File: config.mk
export PLATFORM = sky130hd
export DESIGN_NAME = boid_frame_scheduler
export DESIGN_NICKNAME = d
export VERILOG_FILES = /design/src/rtl/boid_frame_scheduler.sv
export SDC_FILE = /design/constraint.sdc
export NUM_CORES = 1
export LEC_CHECK = 0
export ABC_AREA = 1
export BUFFER_PORTS_ARGS = -buffer_cell sky130_fd_sc_hd__buf_2
export CORE_MARGIN = 4
export CORE_UTILIZATION = 55
export DETAILED_ROUTE_END_ITERATION = 10
export PLACE_DENSITY = 0.92
export SYNTH_ARGS = -nofsm -noshare
export SYNTH_HDL_FRONTEND = slang
export SYNTH_SLANG_ARGS = --single-unit
File: constraint.sdc
create_clock -name clock -period 3 [get_ports clock]
set_input_delay 0.6 -clock clock [delete_from_list [all_inputs] [get_ports clock]]
set_output_delay 0.6 -clock clock [all_outputs]
set_load 0.01 [all_outputs]
File: src/rtl/boid_frame_scheduler.sv
// Framebuffer sequencer: on each refresh trigger, pulse a buffer swap, then walk
// the active boids and write each on-screen pixel address into the display RAM.
module boid_frame_scheduler #(
    parameter int MAX_BOIDS      = 64,
    parameter int BITS_FOR_BOIDS = $clog2(MAX_BOIDS),
    parameter int PIXEL_COUNT    = 307200,
    parameter int ADDR_W         = 19,
    parameter int DIV_LOG2       = 4
) (
    input  logic                      clock,
    input  logic                      reset,
    input  logic                      screen_end,
    input  logic                      cpu_refresh,
    input  logic [1:0]                mode,
    input  logic [BITS_FOR_BOIDS:0]   num_boids,
    input  logic [ADDR_W-1:0]         boid_addr,
    output logic [BITS_FOR_BOIDS-1:0] boid_sel,
    output logic                      disp_we,
    output logic [ADDR_W-1:0]         disp_waddr,
    output logic                      buf_swap,
    output logic                      busy,
    output logic                      frame_done,
    output logic [7:0]                overrun_cnt
);

    localparam logic [BITS_FOR_BOIDS:0] MAX_N     = (BITS_FOR_BOIDS+1)'(MAX_BOIDS);
    localparam logic [ADDR_W-1:0]       PIX_LIMIT = ADDR_W'(PIXEL_COUNT);

    typedef enum logic [1:0] {IDLE, SWAP, SCAN, DRAIN} state_t;

    state_t                  state, state_next;
    logic                    pending, pending_next;
    logic                    ovr_inc;
    logic                    cpu_prev, se_prev;
    logic                    cpu_rise, se_rise, trig;
    logic [DIV_LOG2-1:0]     div_cnt;
    logic [BITS_FOR_BOIDS:0] n_lat, n_clamped;
    logic                    scan_last;

    // NOTE: edge history is deliberately outside reset so a level already high
    // when reset releases is treated as old news, not as a fresh edge.
    always_ff @(posedge clock) begin
        cpu_prev <= cpu_refresh;
        se_prev  <= screen_end;
    end

    always_comb begin
        cpu_rise  = cpu_refresh & ~cpu_prev;
        se_rise   = screen_end & ~se_prev;
        n_clamped = (num_boids > MAX_N) ? MAX_N : num_boids;
        scan_last = ({1'b0, boid_sel} == n_lat - 1'b1);
        case (mode)
            2'b01:   trig = cpu_rise;
            2'b10:   trig = se_rise;
            2'b11:   trig = se_rise & (&div_cnt);
            default: trig = 1'b0;
        endcase
    end

    // NOTE: every signal written here gets a default first, so no path can
    // leave one unassigned and infer a latch.
    always_comb begin
        state_next   = state;
        pending_next = pending;
        ovr_inc      = 1'b0;
        case (state)
            IDLE: begin
                // A queued trigger left over from DRAIN starts the next frame here.
                if (trig || pending) begin
                    state_next   = SWAP;
                    pending_next = pending & trig;
                end
            end
            SWAP, SCAN: begin
                if (state == SWAP)
                    state_next = (n_clamped == '0) ? DRAIN : SCAN;
                else if (scan_last)
                    state_next = DRAIN;
                if (trig) begin
                    if (pending) ovr_inc = 1'b1;
                    else         pending_next = 1'b1;
                end
            end
            DRAIN: begin
                state_next   = pending ? SWAP : IDLE;
                pending_next = trig;
            end
            default: state_next = IDLE;
        endcase
    end

    // NOTE: state registers use non-blocking assignment so every flop samples
    // pre-edge values regardless of statement order.
    always_ff @(posedge clock) begin
        if (reset) begin
            state   <= IDLE;
            pending <= 1'b0;
        end else begin
            state   <= state_next;
            pending <= pending_next;
        end
    end

    always_ff @(posedge clock) begin
        if (reset) begin
            div_cnt     <= '0;
            overrun_cnt <= '0;
            n_lat       <= '0;
            boid_sel    <= '0;
            disp_we     <= 1'b0;
            disp_waddr  <= '0;
        end else begin
            if (mode == 2'b11 && se_rise)
                div_cnt <= div_cnt + 1'b1;
            if (ovr_inc && overrun_cnt != 8'hFF)
                overrun_cnt <= overrun_cnt + 8'd1;
            if (state == SWAP) begin
                n_lat    <= n_clamped;
                boid_sel <= '0;
            end else if (state == SCAN && !scan_last) begin
                boid_sel <= boid_sel + 1'b1;
            end
            // Off-screen addresses still occupy their scan slot; only the write is dropped.
            disp_we <= (state == SCAN) && (boid_addr < PIX_LIMIT);
            if (state == SCAN)
                disp_waddr <= boid_addr;
        end
    end

    assign buf_swap   = (state == SWAP);
    assign busy       = (state != IDLE);
    assign frame_done = (state == DRAIN);

endmodule

# After elaboration in Yosys (flattened, before gate mapping)
# Cells that the tools add are included.
# word_totals
register_bits	50
latch_bits	0
ramBits	0
rom_bits	0
input_bits	32
out_inout_bits	37
elab_cells	61
n_memories	0
# classes
addsub	4
mul	0
div	0
n_lt_le_gt_ge	2
eq_ne	11
n_shift	0
muxes	14
bitwise	6
n_reduce_logical	14
# op_table
operator	count
$lt 19x19->1 const B	1
$add 8x1->8 const B	1
$eq 2x2->1 const B	4
$ne 8x8->1 const B	1
$eq 6x7->1	1
$gt 7x7->1 const B	1
$logic_not 7->1	1
$mux 1	7
$mux 7	1
$sub 7x1->7 const B	1
$add 6x1->6 const B	1
$mux 2	3
$pmux 1 s3	2
$pmux 2 s3	1
$add 4x1->4 const B	1
$and 1x1->1	4
$eq 2x1->1 const B	2
$logic_and 1x1->1	4
$ne 2x2->1 const B	2
$reduce_and 2->1	2
$reduce_and 4->1	1
$reduce_or 2->1	2
$ne 3x3->1 const B	1
$logic_not 2->1	1
4 further kinds	5

# Longest topological paths before layout
# Gate-level depths: netlist of the first run.
# logic_depth
word_depth	7
mapped_depth	13
depth_no_buf	13

# Worst setup path after synthesis of the first run
# Ideal clock, no wire load.
# synth_timing
path_kind	flip-flop to flip-flop
from	register n_lat[0]
to	register boid_sel[0]
setup_ps	113
t_arrival_ps	1497
required_time_ps	2887
setup_slack_ps	1390
stages_incl_launch_ff	14
n_path_buf	0
period_less_slack_ps	1610
path_cell_list	dfxtp_1 > inv_1 > ha_1 > inv_1 > nand2_1 > nand3_1 > nand2_1 > nand3_2 > nor2_2 > nand3_4 > nand2_4 > inv_1 > nor2_1 > nor2_1
# synth_via
elab_chain_cells	4
# synth_lines
element	line	text
start: declaration	37	logic [BITS_FOR_BOIDS:0] n_lat, n_clamped;
start signal: assignment	118	n_lat <= n_clamped;
$sub 7x1->7	51	scan_last = ({1'b0, boid_sel} == n_lat - 1'b1);
$eq 6x7->1	51	
$logic_not 1->1	120	end else if (state == SCAN && !scan_last) begin
$logic_and 1x1->1	120	
end signal: assignment	121	boid_sel <= boid_sel + 1'b1;
end: declaration	17	output logic [BITS_FOR_BOIDS-1:0] boid_sel,
# No other way between the ends.
# A chain may end at the register's enable or synchronous reset.

# Worst setup path after layout of the first run
# layout_timing
from	register state[1]
to	output buf_swap
# layout_via
elab_chain_cells	1
# layout_lines
element	line	text
start: declaration	31	state_t state, state_next;
start signal: assignment	99	state <= state_next;
$eq 2x1->1	130	assign buf_swap = (state == SWAP);
end: declaration	20	output logic buf_swap,
# No other way between the ends.

==> results.md, run 1 <==
- Outcome: complete, no violations
- Cells after synthesis: 338
- GP Congestion: 0.878
- Fin. Hold Viols: 0
- Ports: just under 70
- GR Util met3: 0.0635
- WL per Instance: approximately 12 um
- Post-CTS setup buffer count: 0
- Flop2flop setup slack: around 1.2 ns
- Min-delay src: cpu_refresh
- Die area: 5490 um^2
- Area of the core: 4120 um^2
- Tcrit/Tclk final: 0.646
- Vias in the first global route: 2361
- Cts repair resizes: 0
- Worst setup path start: state[1]
- Die Ht: 74.1 um
- Clock Power Share: 0.253
- Register area: 1000 um^2
- Residual DRC count: 0
- Multi-input logic area: between 1000 and 1500 um^2
- Final Setup Violations: 0
- Reg2reg path depth: 13
- Clk buf depth: 2
- Total CTS buffers: 5
- Initial antenna violation count: 0
- PnR worst setup slack: 1.06 ns
- Met1 GRT Util: 0.270
- Horiz. Die Dim: 74.1 um
- CTS tree: done
- Crit Path Max Fanout: 10
- Sequential share of the synthesized area: 0.416
- Commonest non-fill, non-tap cell in the layout: buf_2
- F_max: 516 MHz
- CP Capture Type: output pin
- Reg-to-Reg Start: n_lat[0]
- Setup WS pre-CTS: 1.25 ns
- FF+latch count, synth: 50
- GR peak layer: met2
- Logic pwr share: 0.369
- GRT Overall Usage: 0.226
- Setup TNS: 0 ns
- R2R Path End: boid_sel[1]
- Clock Sinks: 50
- GR Layer Usage met2: 0.384
- Worst slew margin: 0.667
- Layout fillers: 320
- Min cycle time layout: 1.94 ns
- Leak: between 1 and 1.5 nW
- Clk Latency, worst-skew pair: about 0.30 ns
- Net count after synthesis: 379
- Slew Limit Fails: 0
- Cells on Worst Hold Path: 1
- VDD IR max: 0.000567 V
- Grt ovf: 0
- RSZ-0062 raised after global routing: false
- Final cell count without fillers: 456
- DP HPWL: 4180 um
- Cell-internal power: 1.44 mW
- Synth Cell Area: 2400 um^2
- Pin slew with the least headroom to its limit: 0.499 ns
- Router iterations before antenna repair: 4
- Post-Route WL: 5680 um
- Number of max-cap violations: 0
- Area Growth Syn to Fin: 21.7%
- DR vias: about 2400
- Dpl cells: 448
- Number of distinct library cells after synthesis: 29
- Most frequent cells in the layout: buf_2 (68), nor2_1 (61), nand2_1 (55)
- Worst Setup Path Type: reg2out
- Crit path launch type: flop
- Initial Util: 0.584
- Layout cells sized above 1: 0.224
- Hold Path Sink: cpu_prev
- Arrival time of the worst setup path: 1.34 ns
- Avg Cell Area, Syn: around 7.1 um^2
- Sw Ratio: 0.368
- Cell Pwr Density: between 700 and 800 nW/um^2
- Antenna Nets Post-Route: 0
- CTS HTree Levels: 2
- IO buf count: 68
- P_sw: approximately 0.84 mW
- Final Skew: ~0.0081 ns
- Site Rows: 23
- Worst hold slack: 0.408 ns
- Pwr Total: approximately 2.3 mW
- First-pass GRT wire length: 9890 um
- Number of DRC markers in iteration 0: 152
- Via density: 5.25
- Antenna Cells: 0
- Hold Path Class: in2reg
- Root buf cell: clkbuf_8
- Nets: 446
- Clk slew on worst S/H paths: ~0.090 ns
- Largest net degree at the start of global routing: 36
- Reg power frac: 0.378
- CP Data Required Time: 2.40 ns
- # hold bufs at CTS: 0
- Yosys warns: 0
==> state kept, by name, summed over array words and instances (netlist names) <==
| register | cells |
|---|---|
| boid_sel | 6 |
| overrun_cnt | 8 |
| disp_waddr | 19 |
| div_cnt | 4 |
| se_prev | 1 |
| n_lat | 7 |
| state | 2 |
| disp_we | 1 |
| pending | 1 |
| cpu_prev | 1 |
==> kinds of logic after synthesis <==
logic type / after synthesis / synth area share
XOR/XNOR: 8 / 0.0323
adder cells (fa/ha/maj): 9 / 0.0469
flip-flops: 50 / 0.416
AO/OA/AOI/OAI: 57 / 0.123
buffers and inverters: 48 / 0.0760
AND/OR/NAND/NOR: 166 / 0.306
==> synthesized netlist by cell type <==
library cell	instances	area, um^2
a211oi_1	1	7.51
a21oi_1	18	90.1
buf_1	1	3.75
buf_2	1	5.00
clkbuf_1	7	26.3
clkbuf_2	1	5.00
dfxtp_1	50	1000
ha_1	9	113
inv_1	36	135
inv_2	2	7.51
nand2_1	55	206
nand2_2	1	6.26
nand2_4	1	11.3
nand3_1	24	120
nand3_2	3	30.0
nand3_4	1	17.5
nand3b_1	2	15.0
nand4_1	3	18.8
nor2_1	61	229
nor2_2	4	25.0
nor3_1	11	55.1
o211ai_1	1	7.51
o21a_1	1	7.51
o21ai_0	31	155
o21ai_1	3	15.0
o22ai_1	2	12.5
xnor2_1	2	17.5
xor2_1	5	43.8
xor2_2	1	16.3
==> metrics by stage <==
step | util | instance area [um^2]
floorplan | - | 2400
global placement | 0.676 | 2780
detailed placement | 0.676 | 2780
CTS | 0.711 | 2920
global route | 0.711 | 2920
finish | 0.711 | 2920
==> worst max-delay path, stage by stage, from the launching register on <==
cell and delay, ns:
dfxtp_1 0.34, inv_1 0.12, ha_1 0.37, buf_2 0.20
==> routing by layer <==
| layer | part of all wire | wire [um] | vias to the layer above |
|---|---|---|---|
| met5 | 0 | 0 | - |
| met1 | 0.44 | 2500 | 1081 |
| li1 | - | - | 1223 |
| met4 | 0.016 | 91 | 0 |
| met3 | 0.073 | 415 | 12 |
| met2 | 0.47 | 2670 | 77 |
==> power groups by stage <==
stage | registers (mW) | logic [mW] | clock network (mW)
final | 0.861 | 0.842 | 0.578
after global placement | 0.866 | 0.798 | 0
after global routing | 0.877 | 0.960 | 0.616
after floorplan | 0.900 | 0.550 | 0
after CTS | 0.859 | 0.838 | 0.588
after detailed placement | 0.870 | 0.830 | 0
==> how the worst max path moves through the flow <==
stage / to / slack, ns
after floorplan: boid_sel[0] / 1.39
after global placement: boid_sel[0] / 1.32
after detailed placement: boid_sel[1] / 1.25
after CTS: buf_swap / 1.07
after global routing: state[0] / 0.97
final: buf_swap / 1.06
==> layout make-up <==
| type | count | share of cell area |
|---|---|---|
| Clock buffer | 6 | 0.0282 |
| Clock inverter | 2 | 0.0205 |
| Inverter | 38 | 0.0488 |
| Multi-Input combinational cell | 240 | 0.417 |
| Sequential cell | 50 | 0.342 |
| Tap cell | 50 | 0.0214 |
| Timing Repair Buffer | 70 | 0.122 |
(Power assumes the default switching activity.)
==> inputs of run 2 (changes only) <==
CORE_UTILIZATION = 46   (was 55)
PLACE_DENSITY = 0.83   (was 0.92)
clock period = 1.65 ns   (was 3 ns; I/O delays follow)
==> run 2 against run 1 <==
  * Register-to-register slack got worse by 1.1 ns
  * Hold slack got worse by 0.26 ns
  * Worst setup slack got worse by 1.0 ns
  * Routed wire length increased by 4.2%
  * Critical path type is now reg2reg
  * Critical endpoint is now boid_sel[2]
==> results.md, run 2 (synthesis results as in run 1) <==
- RSZ-0062 raised after global routing: true
- Final Skew: 0.00698 ns
- Largest register FFs: 19
- Antenna Nets Post-Route: 0
- VDD IR max: ~0.00070 V
- Nets: 459
- Commonest non-fill, non-tap cell in the layout: buf_2
- IO buf count: 68
- Leak: roughly 1.5 nW
- CTS tree: done
- Via density: 4.99
- CP Capture Type: flop
- PnR worst setup slack: around 0.054 ns
- Layout fillers: 466
- Grt ovf: 0
- Most frequent cells in the layout: buf_2 (68), nor2_1 (57), nand2_1 (54)
- Min cycle time layout: 1.60 ns
- Register area: slightly above 1000 um^2
- Design Area, Final: 3140 um^2
- Outcome: complete, no violations
- # hold bufs at CTS: 0
- Die Ht: 80.3 um
- Cell Pwr Density: about 1300 nW/um^2
- Initial Util: 0.474
- Antenna Cells: 0
- Router iterations before antenna repair: 4
- Total CTS buffers: 5
- Hold Path Class: in2reg
- Area of the core: between 5000 and 6000 um^2
- Crit Path Max Fanout: 7
- First-pass GRT wire length: 10100 um
- Final cell count without fillers: 489
- Final Setup Violations: 0
- Worst slew margin: 0.811
- Clk slew on worst S/H paths: 0.09 ns
- Top routing layer in use: met4
- Placed cell area: 2880 um^2
- Pwr Total: ~4.2 mW
- Initial antenna violation count: 0
- Fin. Hold Viols: 0
- Horiz. Die Dim: 80.3 um
- DR vias: 2439
- Most flops, register: disp_waddr
- Number of max-cap violations: 0
- Area Growth Syn to Fin: 30.6%
- Clock Sinks: 50
- Crit path launch type: flop
- Post-Route WL: approximately 5900 um
- GRT Overall Usage: 0.194
- Clk buf depth: 2
- Pin slew with the least headroom to its limit: 0.284 ns
- Setup WS pre-CTS: -0.100 ns
- Clk Latency, worst-skew pair: roughly 0.30 ns
- Worst Setup Path Type: reg2reg
- Slew Limit Fails: 0
- CTS HTree Levels: 2
- Arrival time of the worst setup path: 1.82 ns
- Flop2flop setup slack: 0.05 ns
- Residual DRC count: 0
- GP Congestion: approximately 0.83
- Multi-input logic area: ~1300 um^2
- Site Rows: 26
- Number of DRC markers in iteration 0: 163
- DP HPWL: 4400 um
- Largest registers: disp_waddr x19, overrun_cnt x8, n_lat x7
- Layout cells sized above 1: 0.303
- Routed length on met3: 462 um
- Largest net degree at the start of global routing: 27
- F_max: 626 MHz
- Die area: between 6000 and 7000 um^2
- Met1 WL: ~2500 um
- WL met2: 2930 um
- Worst hold slack: approximately 0.15 ns
- Setup TNS: 0 ns
- Post-layout util: 0.619
- Dpl cells: 476
- Tcrit/Tclk final: 0.968
- Root buf cell: clkbuf_8
- Ports: 69
- Vias in the first global route: around 2400
- WL per Instance: 12.1 um
- CP Data Required Time: 1.88 ns
==> run 2: repair_timing <==
action | CTS | global route
gates cloned | 0 | 0
setup endpoints to repair | 11 | 18
pin swaps | 4 | 9
setup buffers | 0 | 5
gates resized for setup | 10 | 23
==> run 2: worst paths after layout <==
| path | start | endpoint | cells after the start |
|---|---|---|---|
| setup / recovery | n_lat[1] | boid_sel[2] | 12 |
| hold / removal | screen_end | se_prev | 1 |
| setup reg to reg | n_lat[1] | boid_sel[2] | 12 |
| hold reg to reg | div_cnt[3] | div_cnt[3] | 2 |
==> run 2: cell type report <==
class                   instances  area share
well taps                      70      0.0279
clock inverters                 1     0.00957
inverters                      38      0.0470
multi-input cells             240       0.416
flip-flops and latches         50       0.322
repair buffers                 83       0.152
clock buffers                   7      0.0243
==> run 2: critical path, stage by stage (launching register included) <==
cell     delay, ns
dfxtp_2       0.35
inv_2         0.05
ha_4          0.26
inv_2         0.03
nand2_1       0.05
nand2_1       0.05
nor2_2        0.09
nand3_2       0.09
nor2_4        0.10
nand3_4       0.11
nand2_4       0.13
nand2_1       0.06
a21oi_1       0.15
==> run 2: metal layers <==
| layer | up-vias | global-route usage |
|---|---|---|
| met5 | - | 0 |
| met4 | 0 | 0.0608 |
| met3 | 2 | 0.0583 |
| met2 | 78 | 0.346 |
| met1 | 1116 | 0.219 |
| li1 | 1243 | - |
==> run 2: report_power, final <==
part / internal (mW) / switching [mW] / leakage, nW
registers: 1.43 / 0.146 / 0.411
logic: 0.735 / 1.06 / 1.03
clock network: 0.454 / 0.391 / 0.0524
